==> src/rtl/lsu_bus_bridge_pkg.sv <==
`default_nettype none
// ============================================================================
//  Module      : lsu_bus_bridge_pkg
//  Description : Shared types and constants for the load/store bus bridge.
//  Revision    : 1.0 - initial release
// ============================================================================

package lsu_bus_bridge_pkg;

    typedef enum logic [2:0] {
        ST_IDLE  = 3'd0,
        ST_RADDR = 3'd1,
        ST_RDATA = 3'd2,
        ST_WREQ  = 3'd3,
        ST_WRESP = 3'd4,
        ST_DONE  = 3'd5
    } state_t;

    typedef logic [1:0] resp_t;

    localparam resp_t       RESP_OKAY   = 2'b00;
    localparam resp_t       RESP_SLVERR = 2'b10;

    // Clears the byte-in-dword offset; narrowed to ADDR_W at the point of use.
    localparam logic [63:0] ALIGN_MASK  = 64'hFFFF_FFFF_FFFF_FFF8;

    function automatic logic resp_is_err(input resp_t resp);
        return resp != RESP_OKAY;
    endfunction

endpackage : lsu_bus_bridge_pkg

`default_nettype wire

==> src/rtl/lsu_bus_bridge_if.sv <==
`default_nettype none
// ============================================================================
//  Module      : lsu_bus_bridge_if
//  Description : Five-channel valid/ready memory bus between bridge and xbar.
//  Revision    : 1.0 - initial release
// ============================================================================

interface lsu_bus_bridge_if
    import lsu_bus_bridge_pkg::*;
#(
    parameter int ADDR_W = 64,
    parameter int DATA_W = 64
) ();

    // read address
    logic                  ar_valid_o;
    logic                  ar_ready_i;
    logic [ADDR_W-1:0]     ar_addr_o;
    // read data
    logic                  r_valid_i;
    logic                  r_ready_o;
    logic [DATA_W-1:0]     r_data_i;
    resp_t                 r_resp_i;
    // write address
    logic                  aw_valid_o;
    logic                  aw_ready_i;
    logic [ADDR_W-1:0]     aw_addr_o;
    // write data
    logic                  w_valid_o;
    logic                  w_ready_i;
    logic [DATA_W-1:0]     w_data_o;
    logic [DATA_W/8-1:0]   w_strb_o;
    // write response
    logic                  b_valid_i;
    logic                  b_ready_o;
    resp_t                 b_resp_i;

    modport master (
        output ar_valid_o, ar_addr_o,
        input  ar_ready_i,
        input  r_valid_i, r_data_i, r_resp_i,
        output r_ready_o,
        output aw_valid_o, aw_addr_o,
        input  aw_ready_i,
        output w_valid_o, w_data_o, w_strb_o,
        input  w_ready_i,
        input  b_valid_i, b_resp_i,
        output b_ready_o
    );

    modport slave (
        input  ar_valid_o, ar_addr_o,
        output ar_ready_i,
        output r_valid_i, r_data_i, r_resp_i,
        input  r_ready_o,
        input  aw_valid_o, aw_addr_o,
        output aw_ready_i,
        input  w_valid_o, w_data_o, w_strb_o,
        output w_ready_i,
        output b_valid_i, b_resp_i,
        input  b_ready_o
    );

endinterface : lsu_bus_bridge_if

`default_nettype wire

==> src/rtl/lsu_bus_bridge.sv <==
`default_nettype none
// ============================================================================
//  Module      : lsu_bus_bridge
//  Description : Sequential LSU-to-bus bridge; one access in flight, core
//                stalled until the bus transaction completes.
//  Revision    : 1.0 - initial release
// ============================================================================

module lsu_bus_bridge
    import lsu_bus_bridge_pkg::*;
#(
    parameter int ADDR_W = 64,
    parameter int DATA_W = 64
) (
    input  wire logic                 clk,
    input  wire logic                 rst,

    input  wire logic                 lsu_ren_i,
    input  wire logic                 lsu_wen_i,
    input  wire logic [ADDR_W-1:0]    lsu_addr_i,
    input  wire logic [DATA_W-1:0]    lsu_wdata_i,
    input  wire logic [DATA_W/8-1:0]  lsu_wmask_i,
    output logic      [DATA_W-1:0]    lsu_rdata_o,

    output logic                      mem_stall_o,
    output logic                      mem_err_o,

    lsu_bus_bridge_if.master          bus
);

    state_t                 r_state;
    logic [ADDR_W-1:0]      r_addr;
    logic [DATA_W-1:0]      r_wdata;
    logic [DATA_W/8-1:0]    r_strb;
    logic [DATA_W-1:0]      r_rdata;
    logic                   r_ar_valid;
    logic                   r_r_ready;
    logic                   r_aw_valid;
    logic                   r_w_valid;
    logic                   r_b_ready;
    logic                   r_aw_done;
    logic                   r_w_done;
    logic                   r_err;

    logic [ADDR_W-1:0]      w_addr_aligned;
    logic [DATA_W-1:0]      w_wdata_sh;
    logic                   w_ar_hs;
    logic                   w_r_hs;
    logic                   w_aw_hs;
    logic                   w_w_hs;
    logic                   w_b_hs;
    logic                   w_aw_fin;
    logic                   w_w_fin;
    logic                   w_busy;

    assign w_addr_aligned = lsu_addr_i & ALIGN_MASK[ADDR_W-1:0];
    // Store data arrives unshifted; move it onto the byte lanes its strobes select.
    assign w_wdata_sh     = lsu_wdata_i << {lsu_addr_i[2:0], 3'b000};

    assign w_ar_hs  = r_ar_valid & bus.ar_ready_i;
    assign w_r_hs   = r_r_ready  & bus.r_valid_i;
    assign w_aw_hs  = r_aw_valid & bus.aw_ready_i;
    assign w_w_hs   = r_w_valid  & bus.w_ready_i;
    assign w_b_hs   = r_b_ready  & bus.b_valid_i;

    // A channel counts as finished if it handshook earlier or is handshaking now.
    assign w_aw_fin = r_aw_done | w_aw_hs;
    assign w_w_fin  = r_w_done  | w_w_hs;

    assign w_busy   = (r_state == ST_RADDR) || (r_state == ST_RDATA) ||
                      (r_state == ST_WREQ)  || (r_state == ST_WRESP);

    // Combinational so the core freezes in the very cycle it issues the request.
    assign mem_stall_o = ((r_state == ST_IDLE) && (lsu_ren_i || lsu_wen_i)) || w_busy;

    always_ff @(posedge clk) begin
        if (rst) begin
            r_state    <= ST_IDLE;
            r_addr     <= '0;
            r_wdata    <= '0;
            r_strb     <= '0;
            r_rdata    <= '0;
            r_ar_valid <= 1'b0;
            r_r_ready  <= 1'b0;
            r_aw_valid <= 1'b0;
            r_w_valid  <= 1'b0;
            r_b_ready  <= 1'b0;
            r_aw_done  <= 1'b0;
            r_w_done   <= 1'b0;
            r_err      <= 1'b0;
        end else begin
            case (r_state)
                ST_IDLE: begin
                    if (lsu_wen_i) begin
                        r_addr     <= w_addr_aligned;
                        r_wdata    <= w_wdata_sh;
                        r_strb     <= lsu_wmask_i;
                        r_aw_valid <= 1'b1;
                        r_w_valid  <= 1'b1;
                        r_state    <= ST_WREQ;
                    end else if (lsu_ren_i) begin
                        r_addr     <= w_addr_aligned;
                        r_ar_valid <= 1'b1;
                        r_state    <= ST_RADDR;
                    end
                end

                ST_RADDR: begin
                    if (w_ar_hs) begin
                        r_ar_valid <= 1'b0;
                        r_r_ready  <= 1'b1;
                        r_state    <= ST_RDATA;
                    end
                end

                ST_RDATA: begin
                    if (w_r_hs) begin
                        r_r_ready <= 1'b0;
                        r_rdata   <= resp_is_err(bus.r_resp_i) ? '0 : bus.r_data_i;
                        r_err     <= resp_is_err(bus.r_resp_i);
                        r_state   <= ST_DONE;
                    end
                end

                ST_WREQ: begin
                    if (w_aw_hs) begin
                        r_aw_valid <= 1'b0;
                        r_aw_done  <= 1'b1;
                    end
                    if (w_w_hs) begin
                        r_w_valid <= 1'b0;
                        r_w_done  <= 1'b1;
                    end
                    if (w_aw_fin && w_w_fin) begin
                        r_b_ready <= 1'b1;
                        r_state   <= ST_WRESP;
                    end
                end

                ST_WRESP: begin
                    if (w_b_hs) begin
                        r_b_ready <= 1'b0;
                        r_err     <= resp_is_err(bus.b_resp_i);
                        r_state   <= ST_DONE;
                    end
                end

                ST_DONE: begin
                    r_err     <= 1'b0;
                    r_aw_done <= 1'b0;
                    r_w_done  <= 1'b0;
                    r_state   <= ST_IDLE;
                end

                default: begin
                    r_state <= ST_IDLE;
                end
            endcase
        end
    end

    assign bus.ar_valid_o = r_ar_valid;
    assign bus.ar_addr_o  = r_addr;
    assign bus.r_ready_o  = r_r_ready;
    assign bus.aw_valid_o = r_aw_valid;
    assign bus.aw_addr_o  = r_addr;
    assign bus.w_valid_o  = r_w_valid;
    assign bus.w_data_o   = r_wdata;
    assign bus.w_strb_o   = r_strb;
    assign bus.b_ready_o  = r_b_ready;

    assign lsu_rdata_o    = r_rdata;
    // The error flag is only ever set on the way into DONE and cleared on the way out.
    assign mem_err_o      = r_err;

endmodule : lsu_bus_bridge

`default_nettype wire

==> src/flat_wrapper.sv <==
// flat-port wrapper written by rule: the top's interface ports become plain ports
module lsu_bus_bridge_flat import lsu_bus_bridge_pkg::*;
#(
    parameter int ADDR_W = 64,
    parameter int DATA_W = 64
)
  (clk, rst, lsu_ren_i, lsu_wen_i, lsu_addr_i, lsu_wdata_i, lsu_wmask_i, lsu_rdata_o, mem_stall_o, mem_err_o, bus_ar_valid_o, bus_ar_addr_o, bus_ar_ready_i, bus_r_valid_i, bus_r_data_i, bus_r_resp_i, bus_r_ready_o, bus_aw_valid_o, bus_aw_addr_o, bus_aw_ready_i, bus_w_valid_o, bus_w_data_o, bus_w_strb_o, bus_w_ready_i, bus_b_valid_i, bus_b_resp_i, bus_b_ready_o);
  lsu_bus_bridge_if #(.ADDR_W(ADDR_W), .DATA_W(DATA_W)) bus_i ();
  input  wire logic clk;
  input  wire logic rst;
  input  wire logic lsu_ren_i;
  input  wire logic lsu_wen_i;
  input  wire logic [ADDR_W-1:0] lsu_addr_i;
  input  wire logic [DATA_W-1:0] lsu_wdata_i;
  input  wire logic [DATA_W/8-1:0] lsu_wmask_i;
  output logic      [DATA_W-1:0] lsu_rdata_o;
  output logic mem_stall_o;
  output logic mem_err_o;
  output wire logic [$bits(bus_i.ar_valid_o)-1:0] bus_ar_valid_o;
  output wire logic [$bits(bus_i.ar_addr_o)-1:0] bus_ar_addr_o;
  input wire logic [$bits(bus_i.ar_ready_i)-1:0] bus_ar_ready_i;
  input wire logic [$bits(bus_i.r_valid_i)-1:0] bus_r_valid_i;
  input wire logic [$bits(bus_i.r_data_i)-1:0] bus_r_data_i;
  input wire logic [$bits(bus_i.r_resp_i)-1:0] bus_r_resp_i;
  output wire logic [$bits(bus_i.r_ready_o)-1:0] bus_r_ready_o;
  output wire logic [$bits(bus_i.aw_valid_o)-1:0] bus_aw_valid_o;
  output wire logic [$bits(bus_i.aw_addr_o)-1:0] bus_aw_addr_o;
  input wire logic [$bits(bus_i.aw_ready_i)-1:0] bus_aw_ready_i;
  output wire logic [$bits(bus_i.w_valid_o)-1:0] bus_w_valid_o;
  output wire logic [$bits(bus_i.w_data_o)-1:0] bus_w_data_o;
  output wire logic [$bits(bus_i.w_strb_o)-1:0] bus_w_strb_o;
  input wire logic [$bits(bus_i.w_ready_i)-1:0] bus_w_ready_i;
  input wire logic [$bits(bus_i.b_valid_i)-1:0] bus_b_valid_i;
  input wire logic [$bits(bus_i.b_resp_i)-1:0] bus_b_resp_i;
  output wire logic [$bits(bus_i.b_ready_o)-1:0] bus_b_ready_o;
  assign bus_ar_valid_o = bus_i.ar_valid_o;
  assign bus_ar_addr_o = bus_i.ar_addr_o;
  assign bus_i.ar_ready_i = bus_ar_ready_i;
  assign bus_i.r_valid_i = bus_r_valid_i;
  assign bus_i.r_data_i = bus_r_data_i;
  assign bus_i.r_resp_i = bus_r_resp_i;
  assign bus_r_ready_o = bus_i.r_ready_o;
  assign bus_aw_valid_o = bus_i.aw_valid_o;
  assign bus_aw_addr_o = bus_i.aw_addr_o;
  assign bus_i.aw_ready_i = bus_aw_ready_i;
  assign bus_w_valid_o = bus_i.w_valid_o;
  assign bus_w_data_o = bus_i.w_data_o;
  assign bus_w_strb_o = bus_i.w_strb_o;
  assign bus_i.w_ready_i = bus_w_ready_i;
  assign bus_i.b_valid_i = bus_b_valid_i;
  assign bus_i.b_resp_i = bus_b_resp_i;
  assign bus_b_ready_o = bus_i.b_ready_o;
  lsu_bus_bridge #(.ADDR_W(ADDR_W), .DATA_W(DATA_W)) u_core (.clk(clk), .rst(rst), .lsu_ren_i(lsu_ren_i), .lsu_wen_i(lsu_wen_i), .lsu_addr_i(lsu_addr_i), .lsu_wdata_i(lsu_wdata_i), .lsu_wmask_i(lsu_wmask_i), .lsu_rdata_o(lsu_rdata_o), .mem_stall_o(mem_stall_o), .mem_err_o(mem_err_o), .bus(bus_i));
endmodule
==> config.mk <==
export PLATFORM = sky130hd
export DESIGN_NAME = lsu_bus_bridge_flat
export DESIGN_NICKNAME = d
export VERILOG_FILES = /design/src/rtl/lsu_bus_bridge_pkg.sv /design/src/rtl/lsu_bus_bridge_if.sv /design/src/rtl/lsu_bus_bridge.sv /design/src/flat_wrapper.sv
export SDC_FILE = /design/constraint.sdc
export NUM_CORES = 1
export LEC_CHECK = 0
export ABC_AREA = 0
export BUFFER_PORTS_ARGS = -buffer_cell sky130_fd_sc_hd__buf_2
export CORE_AREA = 2 2 188 190
export DETAILED_ROUTE_END_ITERATION = 10
export DIE_AREA = 0 0 190 192
export PLACE_DENSITY = 0.56
export SETUP_SLACK_MARGIN = 0.2
export SLEW_MARGIN = 25
export SYNTH_ARGS = -nofsm -noshare
export SYNTH_HDL_FRONTEND = slang
export SYNTH_SLANG_ARGS = --single-unit
==> constraint.sdc <==
create_clock -name clk -period 3.35 [get_ports clk]
set_clock_uncertainty 0.15 [all_clocks]
set_input_delay 0.1675 -clock clk [delete_from_list [all_inputs] [get_ports clk]]
set_output_delay 0.1675 -clock clk [all_outputs]
set_load 0.005 [all_outputs]
After elaboration in Yosys (flattened, before gate mapping):

Index checks and enable logic that the tools add are counted.

* bits in registers: 211
* input bits: 213
* output and inout port bits: 271

* shift-type cells: 1
* equality and inequality tests: 15
* bitwise gates (word level): 7
* mux-type cells: 32
* reduce and logical (&&, ||, !) cells: 29

Operator list (count)
* 2-to-1 mux 64 bit: 3
* left shift 64 x 6 -> 64 bit: 1
* 2-to-1 mux 3 bit: 6
* nonzero test 2 bit: 8
* one-hot mux 3 bit (5 select lines): 1
* AND reduction 3 bit: 5
* 2-to-1 mux 1 bit: 14
* one-hot mux 1 bit (2 select lines): 7
* != test 2 x 1 -> 1 bit, second input constant: 5
* AND reduction 2 bit: 5
* != test 2 bit, second input constant: 4
* equality test 3 x 2 -> 1 bit, second input constant: 2
* equality test 3 bit, second input constant: 2
* AND 1 bit: 5
* logical OR 1 bit: 5
* AND reduction 5 bit: 1
* AND reduction 4 bit: 1
* equality test 3 x 1 -> 1 bit, second input constant: 1
* logical NOT 3 bit: 1
* != test 3 bit, second input constant: 1
* one-hot mux 1 bit (3 select lines): 1
* nonzero test 3 bit: 1
* logical AND 1 bit: 2
* OR 1 bit: 2

Longest topological paths before layout:

* depth after elaboration: 5
* gate-level depth with buffers: 7
* mapped depth without buffers: 4

Worst setup path before layout:

Ideal clock, no wire load.

* kind: register to register
* start: reg u_core.r_state[0]
* end: reg u_core.r_wdata[32], in the netlist u_core.bus.w_data_o[32]
* arrival: 1.638 ns
* cell stages (with the launch flop): 7
* data required time: 3.140 ns
* path slack: 1.503 ns
* path buffers: 2
* cells stage by stage: dfxtp_1 -> buf_2 -> or4b_4 -> or3_1 -> buf_2 -> nor2b_1 -> a221o_1

* word-level cells in the longest chain between the ends: 2

RTL lines
* from (decl): line lsu_bus_bridge.sv:31 `state_t r_state;`
* from (signal assigned): line lsu_bus_bridge.sv:78 `r_state <= ST_IDLE;`
* from (signal assigned): line lsu_bus_bridge.sv:100 `r_state <= ST_WREQ;`
* from (signal assigned): line lsu_bus_bridge.sv:104 `r_state <= ST_RADDR;`
* logical NOT 3 bit: line lsu_bus_bridge.sv:92 `case (r_state)`
* AND reduction 2 bit (no source line)
* to (signal assigned): line lsu_bus_bridge.sv:96 `r_wdata <= w_wdata_sh;`
* to (decl): line lsu_bus_bridge.sv:33 `logic [DATA_W-1:0] r_wdata;`

No other way between the ends.
A chain may end at the register's enable or synchronous reset.

Final worst setup path:

* start: reg u_core.r_state[0]
* end: reg u_core.r_addr[52], in the netlist u_core.bus.ar_addr_o[52]

* word-level cells in the longest chain between the ends: 2

RTL lines
* logical NOT 3 bit: line lsu_bus_bridge.sv:92
* AND reduction 2 bit (no source line)
* to (signal assigned): line lsu_bus_bridge.sv:95 `r_addr <= w_addr_aligned;`
* to (signal assigned): line lsu_bus_bridge.sv:102 `r_addr <= w_addr_aligned;`
* to (decl): line lsu_bus_bridge.sv:32 `logic [ADDR_W-1:0] r_addr;`

No other way between the ends.

==> impl_metrics.csv <==
group,metric,value,unit
status,outcome,"finished, final reports clean",
grt,grt_pass1_vias,9776,
synthesis,syn-cell-area,9470,µm²
floorplan,die_w,190,µm
cells_and_area,final_common_cell,"buf_2",
timing,slew_viol_final,0,
power,p_per_area,536.0,nW/µm²
power,leakagePower,0.006655,µW
synthesis,yosys.area_share.simple,0.1946,
routing,wl_per_cell,17.00,µm
critical_path,path_class,"reg2reg",
cells_and_area,final_area,14490,µm²
grt,grt_use_met1,0.2322,
routing,firstDrtPassIters,5,
routing,final_antenna_net_count,0,
routing,viasPerCell,4.781,
clock_tree,cts_tree,"yes",
critical_path,cp_max_fo,61,
synthesis,yosysUniqueCellTypes,49,
place,gp_congestion,0.8912,
critical_path,end_kind,"register",
cells_and_area,drive_gt1_frac,0.3351,
power,swShare,0.3196,
synthesis,synthMuxAreaShare,0.1135,
synthesis,netlist_instances,1130,
floorplan,rows,68,
clock_tree,ctsResizeCount,0,
clock_tree,numCtsBuffers,26,
timing,finalHoldViolations,0,
timing,max_slew.worst_pin.slew,0.7549,ns
critical_path,startpoint_type,"register",
timing,clock.fmax,0.3534,GHz
cells_and_area,fillerInstances,3419,
cells_and_area,area_growth,53.05,%
grt,grt_overflow,0,
floorplan,fp.dieH,192,µm
synthesis,synth_xor_area_frac,0,
timing,fin_crit_sh,0.8447,
synthesis,yosysSeqAreaShare,0.4397,
place,port_buffers,477,
place,placed_cell_area,11750,µm²
grt,grt_pass1_wl,54210,µm
timing,setup_violations,0,
cells_and_area,fin_nets,1898,
grt,use_met3,0.03234,
critical_path,worstPathRequired,3.66,ns
synthesis,synth_compound_area_frac,0.1555,
floorplan,ios,484,
synthesis,synthAdderAreaFrac,0,
grt,grt_max_degree,100,
power,p_seq_frac,0.388,
synthesis,yosysWarnings,0,
clock_tree,cts_root_buf,"clkbuf_16",
power,pwr-share-comb,0.267,
power,p_int,5285,µW
power,p_switching,2483,µW
clock_tree,cts.reportedPaths.clkPinSlew,0.06,ns
grt,grtUsageMet2,0.3237,
cells_and_area,final_cell_mix,"buf_2, nand2_1, dfxtp_1, dlygate4sd3_1, a21oi_1",
synthesis,synth_seq_cells,208,
timing,setup_tns,0,ns
clock_tree,cts.path.max_buffers,3,
routing,routed_wl,36700,µm
power,vdd_drop_max,308.8,µV
grt,antenna_found_initial,0,
timing,slew_headroom,0.4948,
routing,drc,0,
timing,fin_crit,2.830,ns
synthesis,synth_area_per_cell,8.381,µm²
hold_path,hp-class,"in2reg",
clock_tree,cts.sinks,208,
routing,drt_iter0_markers,771,
place,dp_hpwl,25710,µm
clock_tree,cts_max_level,1,
clock_tree,clk_latency,0.52,ns
floorplan,die-area,36480,µm²
floorplan,core_area,34290,µm²
floorplan,start_util,0.2762,
cells_and_area,antenna_cells,0,
timing,rsz0062_at_grt,"no",
routing,vias,10320,
power,pwr-share-clk,0.345,
critical_path,cp_data_arrival_time,3.14,ns
synthesis,synth_top_family_by_area,"simple AND/OR/NAND/NOR gates",
grt,grt_busiest_layer,"met2",
grt,grt_usage,0.1864,
job,maxCapViolations,0,
[power by group through the flow]
stage | Combinational [µW] | Clock, µW | Sequential (µW)
after floorplan | 1210 | 0 | 3000
after global placement | 1840 | 0 | 3050
after detailed placement | 1860 | 0 | 3070
after CTS | 2080 | 2770 | 3010
after global routing | 2310 | 2880 | 3050
final | 2080 | 2680 | 3020
[registers in the layout (all words and copies together) (netlist names), 3 cells and up]
name and cells:
u_core.r_state 3, u_core.bus.w_data_o 64, u_core.bus.w_strb_o 8, u_core.lsu_rdata_o 64, u_core.bus.ar_addr_o 61
[critical path, stage by stage (launching register included)]
cell           delay, ns
dfxtp_1             0.48
nor3_1              0.50
o21a_2              0.22
buf_4               0.49
nand2_1             0.11
a21oi_1             0.16
dlygate4sd3_1       0.57
[metrics by stage]
step / setup WS (ns) / total power [µW] / std cells / util / hold WS (ns)
after CTS: 0.5035 / 7862 / 2159 / 0.4227 / 0.004802
after detailed placement: 0.9647 / 4921 / 1921 / 0.3427 / 0.2585
final: 0.5203 / 7769 / 2159 / 0.4227 / 0.02111
after global placement: 0.9929 / 4896 / 1921 / 0.3427 / 0.2573
after floorplan: 1.503 / 4216 / 1135 / - / 0.1327
after global routing: 0.2795 / 8238 / 2159 / 0.4227 / 0.03756
[kinds of logic (layout without fill, tap and decap cells)]
group                  count (synthesis)  count (layout)
other                                  1               6
muxes                                 87              87
and+or+nand+nor                      421             421
AOI/OAI and AO/OA                    249             249
buffers and inverters                164             733
DFF                                  208             208
[synthesized netlist by cell type, drive strengths merged]
library cell / count / share of area
nor2b: 20 / 0.013
nand2b: 10 / 0.0066
nor4b: 1 / 0.00092
mux2: 3 / 0.0036
dfxtp: 208 / 0.44
or3: 1 / 0.00066
o21a: 2 / 0.0016
a41oi: 2 / 0.0018
conb: 1 / 0.00040
a2111oi: 1 / 0.00092
nand3b: 1 / 0.00079
nor3b: 1 / 0.00079
nand2: 222 / 0.088
nor3: 21 / 0.012
clkbuf: 67 / 0.027
o22ai: 16 / 0.011
or4b: 1 / 0.0015
mux2i: 68 / 0.072
nand3: 66 / 0.035
o211a: 1 / 0.0011
a31oi: 3 / 0.0020
a22oi: 33 / 0.026
and3b: 1 / 0.00092
nor4: 2 / 0.0029
nor2: 68 / 0.027
mux4: 16 / 0.038
a311oi: 1 / 0.00092
and2: 2 / 0.0013
o21ai: 9 / 0.0048
a211o: 1 / 0.00092
and3: 1 / 0.00066
inv: 2 / 0.00079
or2: 3 / 0.0020
a21oi: 157 / 0.083
a211oi: 4 / 0.0032
buf: 95 / 0.069
a2111o: 1 / 0.0012
a221o: 8 / 0.0085
o32ai: 1 / 0.00092
a221oi: 7 / 0.0065
a21o: 2 / 0.0016
[metal layers]
metal / vias to the layer above / wire length [µm] / part of all wire
li1: 4952 / - / -
met1: 4833 / 14640 / 0.40
met2: 464 / 18040 / 0.49
met3: 74 / 2848 / 0.078
met4: 0 / 1172 / 0.032
met5: - / 0 / 0
[timing repair]
action / CTS / global route
hold buffers: 191 / 0
buffers inserted: 0 / 0
endpoints found under the hold margin: 176 / 0
[final cells by class]
type / instances / area, µm² / area share
clock inverters: 16 / 132.6 / 0.009151
multi-input cells: 763 / 4446 / 0.3067
well taps: 455 / 569.3 / 0.03928
repair buffers: 684 / 4476 / 0.3088
clock buffers: 31 / 699.4 / 0.04826
flip-flops and latches: 208 / 4164 / 0.2873
inverters: 2 / 7.507 / 0.0005180
[worst paths after layout]
path	start	to	slack (ns)	depth (start not counted)
setup / recovery	u_core.r_state[0]	u_core.bus.ar_addr_o[52]	0.52	6
hold / removal	lsu_wdata_i[24]	u_core.bus.w_data_o[48]	0.02	5
setup reg to reg	u_core.r_state[0]	u_core.bus.ar_addr_o[52]	0.52	6
hold reg to reg	u_core.lsu_rdata_o[43]	u_core.lsu_rdata_o[43]	0.30	2
Note: power is estimated with default switching activity, not from simulation.
